**config.mk**
```make
export PLATFORM = sky130hd
export DESIGN_NAME = fuzz_finish_monitor
export DESIGN_NICKNAME = d
export VERILOG_FILES = /design/src/rtl/fuzz_finish_monitor.sv
export SDC_FILE = /design/constraint.sdc
export NUM_CORES = 1
export LEC_CHECK = 0
export ABC_CLOCK_PERIOD_IN_PS = 2300
export CAP_MARGIN = 20
export CORE_AREA = 3 3 159 161
export DETAILED_ROUTE_END_ITERATION = 10
export DIE_AREA = 0 0 162 164
export PLACE_DENSITY = 0.75
export SLEW_MARGIN = 10
export SYNTH_ARGS = -nofsm -noshare
export SYNTH_HDL_FRONTEND = slang
export SYNTH_SLANG_ARGS = --single-unit
```
**constraint.sdc**
```tcl
create_clock -name clock -period 2.3 [get_ports clock]
set_input_delay 0.575 -clock clock [delete_from_list [all_inputs] [get_ports clock]]
set_output_delay 0.575 -clock clock [all_outputs]
set_load 0.005 [all_outputs]
```
**src/rtl/fuzz_finish_monitor.sv**
```systemverilog
// Purpose: end-of-round detector for the fuzz harness. Watches tohost writes and retire stalls and latches a pass/fail verdict.
// Latency: finish rises DRAIN_CYCLES+1 cycles after the tohost beat, or one cycle after the stall counter reaches WDOG_LIMIT.
// Backpressure: none; a write counts only on wr_valid && wr_ready, and wr_ready is never driven by this block.
//
// Ports:
//   clock, reset          - core clock, synchronous active-low reset
//   wr_valid/ready/addr/data - observed memory write port (beat accepted on valid && ready)
//   retire_valid          - one instruction retired this cycle
//   finish                - level, round complete, held until reset
//   fail/fail_code/timeout - verdict, frozen once finish is high
//   retire_count/cycle_count - round statistics, frozen once finish is high
module fuzz_finish_monitor #(
    parameter int unsigned             ADDR_W       = 32,
    parameter int unsigned             DATA_W       = 64,
    parameter logic [ADDR_W-1:0]       TOHOST_ADDR  = 32'h8000_1000,
    parameter int unsigned             DRAIN_CYCLES = 8,
    parameter int unsigned             WDOG_W       = 20,
    parameter logic [WDOG_W-1:0]       WDOG_LIMIT   = 20'hF_FFFF
) (
    input  logic              clock,
    input  logic              reset,
    input  logic              wr_valid,
    input  logic              wr_ready,
    input  logic [ADDR_W-1:0] wr_addr,
    input  logic [DATA_W-1:0] wr_data,
    input  logic              retire_valid,
    output logic              finish,
    output logic              fail,
    output logic [DATA_W-2:0] fail_code,
    output logic              timeout,
    output logic [63:0]       retire_count,
    output logic [63:0]       cycle_count
);

    typedef enum logic [1:0] {
        RUN   = 2'd0,
        DRAIN = 2'd1,
        DONE  = 2'd2
    } state_t;

    localparam logic [7:0]        DRAIN_LOAD = 8'(DRAIN_CYCLES);
    localparam logic [WDOG_W-1:0] WDOG_ONE   = {{(WDOG_W-1){1'b0}}, 1'b1};

    state_t              state_q;
    state_t              state_d;
    logic [7:0]          drain_cnt_q;
    logic [WDOG_W-1:0]   wdog_q;
    logic                fail_q;
    logic [DATA_W-2:0]   code_q;
    logic                timeout_q;
    logic [63:0]         retire_cnt_q;
    logic [63:0]         cycle_cnt_q;

    logic                hit;
    logic                wdog_expired;
    logic                latch_hit;
    logic                latch_timeout;
    logic                load_drain;

    // Only a tohost write with the LSB set ends the round; LSB=0 writes are
    // syscall-style traffic from the test and must not terminate it.
    assign hit          = wr_valid && wr_ready && (wr_addr == TOHOST_ADDR) && wr_data[0];
    assign wdog_expired = (wdog_q == WDOG_LIMIT);

    always_comb begin
        state_d       = state_q;
        latch_hit     = 1'b0;
        latch_timeout = 1'b0;
        load_drain    = 1'b0;
        case (state_q)
            RUN: begin
                // A hit in the same cycle as watchdog expiry wins: the test
                // did report, it just did so at the last moment.
                if (hit) begin
                    latch_hit = 1'b1;
                    if (DRAIN_CYCLES == 0) begin
                        state_d = DONE;
                    end else begin
                        state_d    = DRAIN;
                        load_drain = 1'b1;
                    end
                end else if (wdog_expired) begin
                    latch_timeout = 1'b1;
                    state_d       = DONE;
                end
            end
            DRAIN: begin
                if (drain_cnt_q <= 8'd1) begin
                    state_d = DONE;
                end
            end
            DONE: begin
                state_d = DONE;
            end
            default: begin
                state_d = RUN;
            end
        endcase
    end

    always_ff @(posedge clock) begin
        if (!reset) begin
            state_q      <= RUN;
            drain_cnt_q  <= 8'd0;
            wdog_q       <= '0;
            fail_q       <= 1'b0;
            code_q       <= '0;
            timeout_q    <= 1'b0;
            retire_cnt_q <= 64'd0;
            cycle_cnt_q  <= 64'd0;
        end else begin
            state_q <= state_d;

            if (load_drain) begin
                drain_cnt_q <= DRAIN_LOAD;
            end else if (state_q == DRAIN) begin
                drain_cnt_q <= drain_cnt_q - 8'd1;
            end

            // Stall counter saturates so it can never wrap back under the limit.
            if (state_q == RUN) begin
                if (retire_valid) begin
                    wdog_q <= '0;
                end else if (wdog_q != WDOG_LIMIT) begin
                    wdog_q <= wdog_q + WDOG_ONE;
                end
            end

            if (latch_hit) begin
                fail_q <= |wr_data[DATA_W-1:1];
                code_q <= wr_data[DATA_W-1:1];
            end else if (latch_timeout) begin
                fail_q    <= 1'b1;
                timeout_q <= 1'b1;
                code_q    <= '1;
            end

            if (state_q != DONE) begin
                cycle_cnt_q <= cycle_cnt_q + 64'd1;
                if (retire_valid) begin
                    retire_cnt_q <= retire_cnt_q + 64'd1;
                end
            end
        end
    end

    assign finish       = (state_q == DONE);
    assign fail         = fail_q;
    assign fail_code    = code_q;
    assign timeout      = timeout_q;
    assign retire_count = retire_cnt_q;
    assign cycle_count  = cycle_cnt_q;

endmodule
```
==> results.py <==
metrics = {
    "detailed_routing": {
        "drtPass1Iterations": 4,
        "wl_per_cell_um": 17.6,
        "drc": 0,
        "viasPerCell": 5.60,
        "vias": 10900,
        "drt_iter0_drc": 805,
        "postRouteAntennaNets": 0,
        "wirelength_mm": 34.3,
    },
    "logic_synthesis": {
        "synth-simple-area-share": 0.309,
        "async_flop_share": 0,
        "ys_seq_area_frac": 0.438,
        "ys_seq_elements": 223,
        "synth-edff-count": 0,
        "synthXorXnorAreaFrac": 0.0627,
        "syn_nets": 1295,
        "synthAdderAreaFrac": 0.0110,
        "synth_top_family_by_area": "simple AND/OR/NAND/NOR gates",
        "netlist_area_um2": 10200,
        "syn_inst": 1185,
        "yosysWarnings": 0,
        "synth-compound-area-share": 0.143,
        "synthMuxAreaShare": 0.00307,
        "synth.distinct_cells": 50,
        "synthFlopType": "dfxtp_1",
        "syn_avg_cell_area_um2": 8.61,
    },
    "placed_design": {
        "dp_cells": 1876,
        "dp_hpwl_mm": 24.7,
        "numPortBuffers": 294,
        "place_congestion": 0.899,
        "placed_cell_area_um2": 14400,
    },
    "timing": {
        "hold_viol": 0,
        "whs_ns": 0.453,
        "clock.fmax_mhz": 419,
        "worst_pin_slew_ns": 0.638,
        "relSlewSlack": 0.575,
        "post-route-period-util": 1.04,
        "slew_viol_final": 0,
        "grt_setup_unrepaired": "true",
        "fin_tns_setup_ns": -2.16,
        "layout_min_cycle_time_ns": 2.39,
        "clock_skew_ns": 0.0248,
        "finalSetupViolations": 73,
        "setup_ws_ns": -0.0879,
    },
    "outcome": {
        "violations": "negative setup slack",
        "status": "complete, but fails checks",
    },
    "die": {
        "dieArea_um2": 26600,
        "die_h_um": 164,
        "ioPinCount": 295,
        "die_w_um": 162,
        "num_rows": 57,
        "initial_utilization": 0.423,
        "coreArea_um2": 24100,
    },
    "cells_and_area": {
        "area_delta_synth_final_pct": 53.2,
        "final_cell_area_um2": 15600,
        "layout_commonest_cell": "clkdlybuf4s50_1",
        "fin_cells": 1946,
        "fillers": 2076,
        "layout_common_cells": "clkdlybuf4s50_1, dfxtp_1, buf_4, nand3_1, nor2_1",
        "layout.nets": 1711,
        "drive_above_1_share": 0.173,
    },
    "power": {
        "ir_worst_vdd_v": 0.000387,
        "p_leak_nw": 5.47,
        "powerDensity_nw_per_um2": 551,
    },
    "setup_path": {
        "cp-start-kind": "flop",
        "rrSetupSlack_ns": -0.09,
        "critPathArrivalTime_ns": 2.81,
        "path_class": "flop to flop",
        "crit_path_end_kind": "flop",
        "cp_max_fo": 12,
        "required_ns": 2.73,
    },
    "clock_network": {
        "path_clk_slew_ns": 0.07,
        "hold_buffers": 0,
        "numCtsBuffers": 25,
        "clock_latency_ns": 0.53,
        "cts_tree": "built",
        "cts.sinks": 223,
        "cts_root_buf": "clkbuf_16",
        "cts.path.max_buffers": 3,
        "cts_max_level": 1,
    },
    "global_routing": {
        "grt_pass1_vias": 10500,
        "antenna_found_initial": 2,
        "track_usage": 0.242,
        "overflow": 0,
        "grt_max_degree": 132,
        "grt_pass1_wl_mm": 53.3,
    },
    "min_path": {
        "hold_class": "input pin to flop",
    },
    "job": {
        "cap_violations": 0,
    },
}
-- logic make-up after synthesis --
logic type                 Yosys count
and+or+nand+nor                    578
buffers and inverters               85
adders and majority gates            9
xor gates and xnor gates            73
AOI/OAI and AO/OA                  214
muxes                                3
DFF                                223
-- stage by stage --
stage	power [mW]	utilization	setup slack (ns)
2_1_floorplan	4.20	-	-0.157
3_3_place_gp	4.58	0.597	-0.781
3_5_place_dp	4.59	0.597	-0.815
4_1_cts	8.69	0.636	-0.0676
5_1_grt	8.90	0.648	-0.140
6_report	8.62	0.648	-0.0879
-- cell usage after synthesis (all sizes together) (2+ instances only) --
cell	number	area, um2
clkbuf	53	199
o21ai	42	210
a211oi	2	15.0
xor2	37	324
o41ai	7	68.8
a21oi	82	414
o221a	35	394
xnor2	36	315
buf	11	70.1
mux2i	2	20.0
nor2b	3	18.8
or2	5	31.3
dfxtp	223	4460
nor3	21	105
nor4	40	250
and4	17	149
nand2	80	300
or3	42	263
o21a	3	22.5
o311ai	3	26.3
o2111ai	3	26.3
and3	24	150
nand4b	7	61.3
nor2	91	342
nand3	139	696
or4	40	304
inv	20	75.1
o211ai	2	15.0
nand4	51	349
and2	8	50.1
nor4b	4	35.0
nand2b	3	18.8
o31ai	31	233
ha	9	113
-- critical path, cell delays in order, from the launching register on --
cell	delay, ns
dfxtp_2	0.33
inv_2	0.05
ha_4	0.16
and4b_1	0.29
nand4_1	0.14
or4_4	0.53
buf_12	0.16
or4_1	0.46
a21oi_1	0.15
-- state kept, by name, indices dropped and copies added (netlist names) --
register,flops
retire_count,64
state_q,2
wdog_q,20
drain_cnt_q,8
timeout,1
fail_code,63
fail,1
cycle_count,64
-- layer usage --
metal | up-vias | GRT usage | part of all wire
met5 | - | 0 | 0
met4 | 0 | 0.0775 | 0.030
met3 | 68 | 0.0555 | 0.080
met2 | 412 | 0.428 | 0.49
met1 | 5128 | 0.291 | 0.40
li1 | 5287 | - | -
-- layout make-up --
| class | count | area [um2] | share of cell area |
|---|---|---|---|
| antenna | 2 | 5.00 | 0.000320 |
| inverter | 21 | 81.3 | 0.00520 |
| clock buffer | 33 | 696 | 0.0445 |
| tap | 324 | 405 | 0.0259 |
| clock inverter | 13 | 149 | 0.00953 |
| sequential | 223 | 4470 | 0.286 |
| timing repair buffer | 453 | 4230 | 0.271 |
| multi-input combinational | 877 | 5600 | 0.358 |
-- path summary, 6_finish.rpt --
path | from | end | cells after the start
max | state_q[0]$_SDFFE_PN0P_ | cycle_count[43]$_SDFFE_PN0N_ | 8
min | reset | timeout$_SDFFE_PN0P_ | 2
max reg2reg | state_q[0]$_SDFFE_PN0P_ | cycle_count[43]$_SDFFE_PN0N_ | 8
min reg2reg | timeout$_SDFFE_PN0P_ | timeout$_SDFFE_PN0P_ | 1
-- where the power goes --
| group | leakage (nW) | internal [mW] | total, mW | switching [mW] |
|---|---|---|---|---|
| Combinational | 3.26 | 0.322 | 0.610 | 0.288 |
| Sequential | 1.80 | 3.89 | 3.91 | 0.0225 |
| Clock | 0.416 | 2.47 | 4.10 | 1.63 |
| Total | 5.47 | 6.68 | 8.62 | 1.94 |
-- repair_timing --
| action | CTS | global route |
|---|---|---|
| pin swaps | 6 | 17 |
| cloned | 1 | 3 |
| resized for setup | 17 | 32 |
| setup endpoints to repair | 101 | 106 |
| setup buffers | 4 | 14 |
Note: power is estimated with default switching activity, not from simulation.
